[src/rtl/log_mult_pkg.sv]
// Shared constants and types for the log_mult16 multiplier family.
package log_mult_pkg;

  // Arithmetic selected by the MODE parameter of log_mult16.
  localparam int MODE_EXACT    = 0;
  localparam int MODE_MITCHELL = 1;
  localparam int MODE_DRALM    = 2;

  localparam int DATA_W  = 16;
  localparam int PROD_W  = 32;
  localparam int FRAC_W  = 15;
  localparam int K_W     = 4;
  // The antilog shifter keeps every fraction bit until the final floor.
  localparam int SHIFT_W = PROD_W + FRAC_W;

  // Mitchell log word: integer part k (leading-one index) and the
  // left-aligned fraction x taken from the bits below the leading one.
  typedef struct packed {
    logic [K_W-1:0]    k;
    logic [FRAC_W-1:0] x;
  } log_word_t;

  // Two's-complement magnitude; -32768 maps to 0x8000.
  function automatic logic [DATA_W-1:0] mag16(input logic [DATA_W-1:0] v);
    return v[DATA_W-1] ? (~v + 16'd1) : v;
  endfunction

endpackage

[src/rtl/lod16.sv]
// Combinational 16-bit leading-one detector: index of the highest set bit
// plus a flag for an all-zero input (k is 0 in that case).
module lod16
  import log_mult_pkg::*;
(
  input  logic [DATA_W-1:0] value,
  output logic [K_W-1:0]    k,
  output logic              zero
);

  // Scan upward so the highest set bit wins.
  always_comb begin
    k = '0;
    for (int i = 0; i < DATA_W; i++) begin
      if (value[i]) k = K_W'(i);
    end
  end

  assign zero = (value == '0);

endmodule

[src/rtl/log_mult16.sv]
// Registered 16x16 signed multiplier for the dense-layer MAC loop.
// MODE picks exact, Mitchell logarithmic, or DR-ALM truncated log arithmetic
// behind one fixed interface so accuracy/area can be swept in place.
//
// Handshake: i_valid qualifies i_a/i_b on a rising edge. There is no ready;
// every valid operand pair is accepted. One edge later o_valid is high for
// exactly one cycle per accepted pair and o_z carries its product; when no
// pair was accepted o_valid is low and o_z keeps its previous value.
module log_mult16
  import log_mult_pkg::*;
#(
  parameter int MODE  = 0,
  parameter int TRUNC = 7
) (
  input  logic              i_clk,
  input  logic              i_rst_n,
  input  logic              i_valid,
  input  logic [DATA_W-1:0] i_a,
  input  logic [DATA_W-1:0] i_b,
  output logic              o_valid,
  output logic [PROD_W-1:0] o_z
);

  // Elaboration-time parameter checks.
  if (MODE != MODE_EXACT && MODE != MODE_MITCHELL && MODE != MODE_DRALM) begin : g_bad_mode
    $error("log_mult16: MODE must be 0, 1 or 2");
  end
  if (MODE == MODE_DRALM && (TRUNC < 1 || TRUNC > FRAC_W - 1)) begin : g_bad_trunc
    $error("log_mult16: TRUNC must be in 1..14 for DR-ALM");
  end

  // Combinational product, registered below.
  logic [PROD_W-1:0] f_z;

  if (MODE == MODE_EXACT) begin : g_exact

    logic signed [PROD_W-1:0] a_ext;
    logic signed [PROD_W-1:0] b_ext;

    assign a_ext = {{(PROD_W-DATA_W){i_a[DATA_W-1]}}, i_a};
    assign b_ext = {{(PROD_W-DATA_W){i_b[DATA_W-1]}}, i_b};
    // Full-precision product; -32768 * -32768 = 2^30 still fits.
    assign f_z   = a_ext * b_ext;

  end else begin : g_log

    logic [DATA_W-1:0] mag_a;
    logic [DATA_W-1:0] mag_b;
    logic [K_W-1:0]    ka;
    logic [K_W-1:0]    kb;
    logic              zero_a;
    logic              zero_b;
    log_word_t         lw_a;
    log_word_t         lw_b;
    logic [FRAC_W-1:0] xa_t;
    logic [FRAC_W-1:0] xb_t;
    logic [FRAC_W:0]   x_sum;
    logic [4:0]        k_sum;
    logic [4:0]        shamt;
    logic [DATA_W-1:0] mant;
    logic [PROD_W-1:0] p;
    logic              s;

    assign mag_a = mag16(i_a);
    assign mag_b = mag16(i_b);
    assign s     = i_a[DATA_W-1] ^ i_b[DATA_W-1];

    lod16 u_lod_a (.value(mag_a), .k(ka), .zero(zero_a));
    lod16 u_lod_b (.value(mag_b), .k(kb), .zero(zero_b));

    // Normalise so the leading one sits at bit 15; the bits below it are x.
    assign lw_a = '{k: ka, x: FRAC_W'(mag_a << (4'd15 - ka))};
    assign lw_b = '{k: kb, x: FRAC_W'(mag_b << (4'd15 - kb))};

    if (MODE == MODE_DRALM) begin : g_trunc
      localparam int                DROP      = FRAC_W - TRUNC;
      localparam logic [FRAC_W-1:0] LOW_MASK  = FRAC_W'((1 << DROP) - 1);
      localparam logic [FRAC_W-1:0] KEEP_MASK = ~LOW_MASK;
      localparam logic [FRAC_W-1:0] FORCE_BIT = FRAC_W'(1 << DROP);
      localparam logic [K_W-1:0]    TRUNC_K   = K_W'(TRUNC);
      // Only operands with more than TRUNC fraction bits get truncated; the
      // forced LSB recentres the truncation error around zero.
      assign xa_t = (lw_a.k > TRUNC_K) ? ((lw_a.x & KEEP_MASK) | FORCE_BIT) : lw_a.x;
      assign xb_t = (lw_b.k > TRUNC_K) ? ((lw_b.x & KEEP_MASK) | FORCE_BIT) : lw_b.x;
    end else begin : g_no_trunc
      assign xa_t = lw_a.x;
      assign xb_t = lw_b.x;
    end

    // Mitchell add: fraction carry is the integer bit of X.
    assign x_sum = {1'b0, xa_t} + {1'b0, xb_t};
    assign k_sum = {1'b0, lw_a.k} + {1'b0, lw_b.k};

    // Both antilog cases collapse to 1.x_sum[14:0] scaled by 2^(K+carry):
    // X<1 gives (1+X)*2^K, X>=1 gives X*2^(K+1) = (1+(X-1))*2^(K+1).
    // K+carry never exceeds 30 because k=15 forces x=0.
    assign shamt = k_sum + {4'b0, x_sum[FRAC_W]};
    assign mant  = {1'b1, x_sum[FRAC_W-1:0]};
    assign p     = PROD_W'(({{(SHIFT_W-DATA_W){1'b0}}, mant} << shamt) >> FRAC_W);

    // A zero operand would otherwise still produce 2^K from the implicit one.
    assign f_z = (zero_a || zero_b) ? '0 : (s ? (~p + 32'd1) : p);

  end

  // Single output register stage; reset wins over i_valid.
  always_ff @(posedge i_clk) begin
    if (!i_rst_n) begin
      o_valid <= 1'b0;
      o_z     <= '0;
    end else begin
      o_valid <= i_valid;
      if (i_valid) o_z <= f_z;
    end
  end

endmodule

[config.mk]
export PLATFORM = sky130hd
export DESIGN_NAME = log_mult16
export DESIGN_NICKNAME = d
export VERILOG_FILES = /design/src/rtl/log_mult_pkg.sv /design/src/rtl/lod16.sv /design/src/rtl/log_mult16.sv
export SDC_FILE = /design/constraint.sdc
export NUM_CORES = 1
export LEC_CHECK = 0
export ABC_AREA = 1
export CORE_MARGIN = 4
export CORE_UTILIZATION = 30
export CTS_CLUSTER_SIZE = 30
export DETAILED_ROUTE_END_ITERATION = 8
export DONT_BUFFER_PORTS = 1
export GPL_TIMING_DRIVEN = 0
export PLACE_DENSITY = 0.48
export SLEW_MARGIN = 20
export SYNTH_ARGS = -nofsm -noshare
export SYNTH_HDL_FRONTEND = slang
export SYNTH_SLANG_ARGS = --single-unit
export TNS_END_PERCENT = 5
[constraint.sdc]
create_clock -name i_clk -period 15 [get_ports i_clk]
set_input_delay 1.5 -clock i_clk [delete_from_list [all_inputs] [get_ports i_clk]]
set_output_delay 1.5 -clock i_clk [all_outputs]
set_load 0.05 [all_outputs]
==> results_dict.tcl, run 1 <==
set metrics [dict create \
    grt_max_degree 11 \
    yosys_most_used_dff "dfxtp_1" \
    hold_viol 0 \
    cap_violations 0 \
    cts.sinks 33 \
    synth-compound-area-share_pct 2.908 \
    clk_path_buf_depth 2 \
    finalSetupViolCount 0 \
    gp_congestion 0.8789 \
    synth_warnings 0 \
    drc 0 \
    area_growth_pct 6.911 \
    status "completed" \
    via_per_inst 4.440 \
    dieArea_um2 43270 \
    synth_mux_area_share_pct 0 \
    syn_avg_cell_area_um2 7.310 \
    syn_nets 2021 \
    vias 9658 \
    fp.dieH_um 208.0 \
    cts_setup_buffers 0 \
    ctsHoldBuffers 0 \
    synth_adder_area_share_pct 52.25 \
    ys_types 30 \
    initial_core_util_pct 30.28 \
    core_um2 39640 \
    drt_wl_total_um 35120 \
    synth_area_leaders "fa_1 44%, inv_1 16%, nand2_1 13%" \
    ios 68 \
    synth_seq_cells 33 \
    port_buffers 0 \
    synth.cell_area_um2 12000 \
    clkSlewWorstSetupHoldPaths_ps 50 \
    cp-startpoint "i_a[7]" \
    ctsRootBufferMaster "clkbuf_16" \
    r2r_start "o_z[26]" \
    cp.arrival_ps 7910 \
    synth_cells 1642 \
    gr-total-overflow 0 \
    rsz0062_at_grt "false" \
    grt_pass1_vias 10200 \
    clkLatencyLatePin_ps 270 \
    wl_per_cell_um 16.15 \
    synth-simple-area-share_pct 20.01 \
    globalRouteTotalUtil_pct 16.75 \
    antenna_found_initial 0 \
    fin_skew_ps 0 \
    min_period_ps 7737 \
    numCtsBuffers 5 \
    drt.antenna.violating_nets 0 \
    slowest_stage "clkbuf_1" \
    min_period_over_period_pct 51.58 \
    cp_data_required_time_ps 15180 \
    hp-class "register to register" \
    synth_top_family_by_area "adder cells" \
    async_flop_share_pct 0 \
    drt-initial-drc-count 622 \
    slew_viol_final 0 \
    synth_top_area_share_pct 43.70 \
    crit_top_cell "inv_1" \
    cts_tree "built" \
    max_stage_delay_ps 630 \
    rows 73 \
    cp_max_fo 10 \
    synth_most_common_cell "inv_1" \
    layout-drive-gt1-share_pct 1.030 \
    startpoint_type "input pin" \
    first_pass_iters 5 \
    ctsResizeCount 0 \
    hpwl_um 30690 \
    worst_pin_slew_ps 864.2 \
    netlist_top_cells_count "514 x inv_1, 427 x nand2_1, 262 x fa_1" \
    h-tree-depth 2 \
    seq_area_frac_synth_pct 5.504 \
    end_kind "register" \
    critPathKind "input pin to register" \
    n_fill_cell 4374 \
    synth_edf_count 0 \
    grt_pass1_wl_um 57010 \
    setup_tns_ps 0 \
    layout.nets 2028 \
    yosysTopAreaCell "fa_1" \
    insertedDiodeCount 0 \
    worstHoldStart "o_z[0]" \
    synthXorXnorAreaFrac_pct 0.8756 \
    relSlewSlack_pct 42.38 \
    fmax_mhz 129.2 \
    die_w_um 208.0 \
]
metrics by stage:
stage / area [um2] / util, % / hold slack, ps / instances / worst slack, ps
after floorplan: 12000 / - / 715.2 / 1642 / 8294
after global placement: 12660 / 31.94 / 748.4 / 2167 / 7038
after detailed placement: 12660 / 31.94 / 750.0 / 2167 / 7075
after CTS: 12830 / 32.37 / 756.2 / 2175 / 7354
after global routing: 12830 / 32.37 / 796.8 / 2175 / 6993
final: 12830 / 32.37 / 752.7 / 2175 / 7263
sequential cells by signal (all words and copies together) (netlist names):
signal   flops
o_valid      1
o_z         32
final timing paths:
path | slack [ps] | depth (start not counted) | end
setup / recovery | 7260 | 25 | o_z[31]
hold / removal | 750 | 2 | o_z[0]
setup reg to reg | 13970 | 4 | o_z[26]
hold reg to reg | 750 | 2 | o_z[0]
per-layer routing:
layer | share of wire (%) | GRT usage (%) | up-vias
li1 | - | - | 4609
met1 | 45 | 23.17 | 4777
met2 | 49 | 29.36 | 249
met3 | 5.3 | 1.960 | 23
met4 | 1.1 | 1.812 | 0
met5 | 0 | 0 | -
worst max-delay path: cells and delay by family:
kind	cells	cell delay (ps)
buffers and inverters	9	1620
AO/OA/AOI/OAI	1	340
AND/OR/NAND/NOR	8	1000
adder cells (fa/ha/maj)	7	3450
cells in the final DEF (no fill, tap or decap), drive strengths merged:
| master | n |
|---|---|
| dlygate4sd1 | 1 |
| o21a | 1 |
| a21o | 2 |
| a21oi | 25 |
| o211ai | 4 |
| dfxtp | 33 |
| buf | 2 |
| nand2 | 427 |
| nor3 | 8 |
| nand3 | 49 |
| inv | 514 |
| nand3b | 1 |
| xor2 | 8 |
| fa | 262 |
| a31oi | 2 |
| o21ai | 27 |
| clkbuf | 73 |
| xnor2 | 4 |
| ha | 82 |
| bufinv | 1 |
| or2 | 3 |
| nand4 | 13 |
| nor2 | 105 |
| o21bai | 3 |
cells by family after synthesis:
kind of cell / count (synthesis)
flops: 33
xor+xnor: 12
fa+ha+maj: 344
simple gates: 606
compound gates: 64
buf+inv: 583
layout make-up:
class | count | area (um2) | share of cell area [%]
plain buffers | 69 | 285.3 | 2.223
clock buffers | 7 | 142.6 | 1.112
clock inverters | 1 | 30.03 | 0.2340
inverters | 514 | 1929 | 15.04
multi-input cells | 1026 | 9128 | 71.13
flip-flops and latches | 33 | 660.6 | 5.148
well taps | 525 | 656.9 | 5.119
Power of run 1 is not shown: default switching activity piles up to over one toggle a cycle in this logic, so the estimate is an artifact.
==> run 2, diff against run 1 <==
--- a/config.mk
+++ b/config.mk
@@ -12,7 +12,7 @@
 export DETAILED_ROUTE_END_ITERATION = 8
 export DONT_BUFFER_PORTS = 1
 export GPL_TIMING_DRIVEN = 0
-export PLACE_DENSITY = 0.48
+export PLACE_DENSITY = 0.49
 export SLEW_MARGIN = 20
 export SYNTH_ARGS = -nofsm -noshare
 export SYNTH_HDL_FRONTEND = slang
==> constraint.sdc (replaced) <==
create_clock -name i_clk -period 7.1 [get_ports i_clk]
set_input_delay 0.71 -clock i_clk [delete_from_list [all_inputs] [get_ports i_clk]]
set_output_delay 0.71 -clock i_clk [all_outputs]
set_load 0.05 [all_outputs]
==> run 2 against run 1 <==
  * Critical path depth down 2
  * Sequential share of layout area hardly changed
  * Wire length fell by 0.73%
  * Non-clock buffer count unchanged
  * Register-to-register slack got worse by 7900 ps
  * Setup slack lost 6800 ps
  * Final area about the same
  * Die area unchanged
  * Global-route usage decreased by 0.10 points
  * Flip-flop and latch count stayed put
  * Core utilization about the same
==> results_dict.tcl, run 2 (synthesized netlist as in run 1, its figures left out) <==
set metrics [dict create \
    hold_viol 0 \
    setup_tns_ps 0 \
    cts.sinks 33 \
    clkLatencyLatePin_ps 280 \
    grt_pass1_vias 10310 \
    drc 0 \
    cp_data_required_time_ps 7280 \
    first_pass_iters 5 \
    die_w_um 208.0 \
    rows 73 \
    largest_register_ffs 32 \
    fmax_mhz 150.1 \
    startpoint_type "input pin" \
    hpwl_um 30590 \
    worst_pin_slew_ps 826.4 \
    via_per_inst 4.426 \
    grt_max_degree 11 \
    vias 9631 \
    area_growth_pct 6.964 \
    drt-initial-drc-count 581 \
    port_buffers 0 \
    drt_wl_total_um 34860 \
    cp_max_fo 10 \
    layout.nets 2028 \
    hp-class "input pin to register" \
    min_period_over_period_pct 93.82 \
    critPathKind "input pin to register" \
    ctsRootBufferMaster "clkbuf_16" \
    layout_common_cells "514 x inv_1, 427 x nand2_1, 262 x fa_1, 104 x nor2_1, 82 x ha_1" \
    ios 68 \
    initial_core_util_pct 30.28 \
    end_kind "register" \
    status "completed" \
    multi_input_area_um2 9128 \
    fp.dieH_um 208.0 \
    gp_congestion 0.9080 \
    numCtsBuffers 5 \
    core_um2 39640 \
    rsz0062_at_grt "false" \
    crit_top_cell "fa_1" \
    gr-total-overflow 0 \
    antenna_found_initial 0 \
    dieArea_um2 43270 \
    slew_viol_final 0 \
    n_fill_cell 4352 \
    finalSetupViolCount 0 \
    layout-drive-gt1-share_pct 1.212 \
    path_cells "clkbuf_1 -> clkbuf_1 -> nand2_1 -> fa_1 -> fa_1 -> fa_1 -> inv_1 -> fa_1 -> fa_1 -> inv_1 -> fa_1 -> inv_1 -> ha_1 -> nand2_1 -> inv_1 -> a21oi_1 -> nor2_1 -> o21ai_1 -> nand3_1 -> nand2_1 -> nand3_1 -> nand2_1 -> inv_1" \
    clk_path_buf_depth 2 \
    cap_violations 0 \
    grt_pass1_wl_um 56800 \
    cp.arrival_ps 6840 \
    globalRouteTotalUtil_pct 16.65 \
    slowest_stage "clkbuf_1" \
    regArea_um2 660.6 \
    top_regs "o_z x32, o_valid x1" \
    ctsHoldBuffers 0 \
    fin_skew_ps 0 \
    drt.antenna.violating_nets 0 \
    regMostFlops "o_z" \
    clkSlewWorstSetupHoldPaths_ps 60 \
    wl_per_cell_um 16.02 \
    cts_tree "built" \
    layout_commonest_cell "inv_1" \
    min_period_ps 6661 \
    max_stage_delay_ps 570 \
    relSlewSlack_pct 44.91 \
    h-tree-depth 2 \
]
## run 2: cell types whose count changed in the layout (fill, tap and decap cells not counted)
cell,before,now
diode_2,0,1
clkbuf_1,65,62
clkbuf_2,0,3
## run 2: critical path, delay by kind of cell
family,cells,cell delay [ps]
simple gates,7,810
fa+ha+maj,7,3470
buf+inv,7,1290
compound gates,2,550
## run 2: cell type report
type	instances	share of cell area, %
diodes	1	0.01949
plain buffers	69	2.251
clock buffers	7	1.111
clock inverters	1	0.2339
inverters	514	15.03
multi-input cells	1026	71.09
flip-flops and latches	33	5.146
well taps	525	5.116
## run 2: metrics by stage
step	std cells	area, um2	hold slack [ps]	setup WS (ps)	util (%)
after CTS	2175	12830	557.3	307.0	32.37
final	2176	12840	562.8	438.6	32.39
after floorplan	1642	12000	715.2	1184	-
after global placement	2167	12660	748.3	10.03	31.94
after detailed placement	2167	12660	760.6	31.54	31.94
after global routing	2175	12840	580.2	22.44	32.38
## run 2: metal layers
metal	wire [um]	track usage, %
met3	1644	1.674
met4	471	2.288
met2	16930	29.23
met5	0	0
met1	15810	22.94
## run 2: final timing paths
path / start / end / slack [ps] / depth (start not counted)
max: i_a[10] / o_z[25] / 440 / 23
min: i_rst_n / o_z[17] / 560 / 2
max reg2reg: o_z[10] / o_z[10] / 6070 / 4
min reg2reg: o_z[0] / o_z[0] / 770 / 2
## run 2: timing repair
| item | CTS | global route |
|---|---|---|
| setup buffers | 0 | 0 |
| endpoints found under the setup margin | 0 | 5 |
| endpoints found under the hold margin | 0 | 0 |
| resized for setup | 0 | 6 |
Power of run 2 is left out for the same reason.
==> run 3, diff against run 2 <==
--- a/config.mk
+++ b/config.mk
@@ -6,7 +6,7 @@
 export NUM_CORES = 1
 export LEC_CHECK = 0
 export ABC_AREA = 1
-export CORE_MARGIN = 4
+export CORE_MARGIN = 1.5
 export CORE_UTILIZATION = 30
 export CTS_CLUSTER_SIZE = 30
 export DETAILED_ROUTE_END_ITERATION = 8
==> run 3 against run 2 <==
  * First-iteration DRC count rose by 6.0%
  * Final area barely moved
  * Global-route usage rose by 1.4 points
  * Fmax fell by 0.69%
  * Die area fell by 4.7%
  * Wire length fell by 0.74%
  * Critical path depth did not move
  * Largest cell class unchanged
==> results_dict.tcl, run 3 (synthesized netlist as in run 1, its figures left out) <==
set metrics [dict create \
    wl_per_cell_um 15.91 \
    die_w_um 203.0 \
    fp.dieH_um 203.0 \
    regMostFlops "o_z" \
    startpoint_type "input pin" \
    via_per_inst 4.395 \
    rrSetupSlack_ps 6080 \
    fin_skew_ps 0 \
    layout_commonest_cell "inv_1" \
    core_um2 39640 \
    grt_pass1_vias 10390 \
    rsz0062_at_grt "false" \
    rows 73 \
    hold_viol 0 \
    layout_common_cells "514 x inv_1, 427 x nand2_1, 262 x fa_1, 104 x nor2_1, 82 x ha_1" \
    gp_congestion 0.8968 \
    n_fill_cell 4346 \
    ctsHoldBuffers 0 \
    h-tree-depth 2 \
    path_buf_inv 7 \
    fmax_mhz 149.1 \
    hp-class "input pin to register" \
    dp.cells 2167 \
    worst-path-stages 23 \
    max_stage_delay_ps 580 \
    path_cells "clkbuf_1 -> clkbuf_1 -> nand2_1 -> fa_1 -> fa_1 -> fa_1 -> inv_1 -> fa_1 -> fa_1 -> inv_1 -> fa_1 -> inv_1 -> ha_1 -> nand2_1 -> inv_1 -> a21oi_1 -> nand3_2 -> nand2_1 -> nand2_1 -> nand3_1 -> nand3_1 -> nand2_1 -> inv_1" \
    layout-drive-gt1-share_pct 1.212 \
    insertedDiodeCount 0 \
    cp-startpoint "i_a[13]" \
    min_period_ps 6707 \
    critPathKind "input pin to register" \
    worstRegToRegCells 4 \
    clkLatencyLatePin_ps 270 \
    antenna_found_initial 1 \
    grt_max_degree 11 \
    slowest_stage "fa_1" \
    worst_pin_slew_ps 865.1 \
    gr-total-overflow 0 \
    finalSetupViolCount 0 \
    ctsRootBufferMaster "clkbuf_16" \
    crit_top_cell "fa_1" \
    crit_family "adder cells" \
    first_pass_iters 5 \
    cp_data_required_time_ps 7280 \
    drc 0 \
    layout.nets 2028 \
    port_buffers 0 \
    clkSlewWorstSetupHoldPaths_ps 60 \
    slew_viol_final 0 \
    drt.antenna.violating_nets 0 \
    clk_path_buf_depth 2 \
    cp_max_fo 10 \
    vias 9559 \
    hpwl_um 30190 \
    ios 68 \
    cts.sinks 33 \
    grt_pass1_wl_um 56940 \
    cts_setup_buffers 0 \
    cap_violations 0 \
    initial_core_util_pct 30.28 \
    largest_register_ffs 32 \
    drt-initial-drc-count 616 \
    cp.arrival_ps 6890 \
    globalRouteTotalUtil_pct 18.05 \
    final_core_util_pct 32.38 \
    numCtsBuffers 5 \
    cts_tree "built" \
    relSlewSlack_pct 42.33 \
    layoutNonFillerInstCount 2175 \
    top_regs "o_z x32, o_valid x1" \
    cp-endpoint "o_z[31]" \
    r2r_start "o_z[30]" \
    min_period_over_period_pct 94.47 \
    drt_wl_total_um 34600 \
    area_growth_pct 6.943 \
    r2r_end "o_z[30]" \
    status "completed" \
    ctsResizeCount 0 \
    dieArea_um2 41220 \
    end_kind "register" \
]
run 3: cell type report:
cell class	instances	area [um2]	share of cell area [%]
multi-input combinational	1026	9128	71.11
sequential	33	660.6	5.147
clock inverter	1	30.03	0.2339
tap	525	656.9	5.117
buffer	69	289.0	2.252
inverter	514	1929	15.03
clock buffer	7	142.6	1.111
run 3: metrics by stage:
stage               TNS [ps]  instance area, um2  setup WS [ps]  hold slack [ps]
floorplan                  0               12000           1184            715.2
global placement      -62.56               12660         -24.71            746.0
detailed placement    -46.31               12660         -23.62            750.2
CTS                        0               12830          227.5            588.2
global route               0               12840          46.90            612.4
finish                     0               12840          392.6            589.1
run 3: worst min path at each step:
stage | start | to | cells past startpoint
CTS | i_rst_n | o_z[17] | 2
floorplan | o_z[0] | o_z[0] | 2
global route | i_rst_n | o_z[17] | 2
finish | i_rst_n | o_z[17] | 2
global placement | o_z[0] | o_z[0] | 2
detailed placement | o_z[0] | o_z[0] | 2
run 3: routing by layer:
metal  vias to the layer above  part of all wire [%]  global-route usage, %
li1                       4619                     -                      -
met5                         -                 0.035                      0
met1                      4688                    45                  24.71
met4                         2                   1.4                  2.513
met2                       217                    48                  31.63
met3                        33                   4.9                  1.541
Power of run 3 is left out for the same reason.
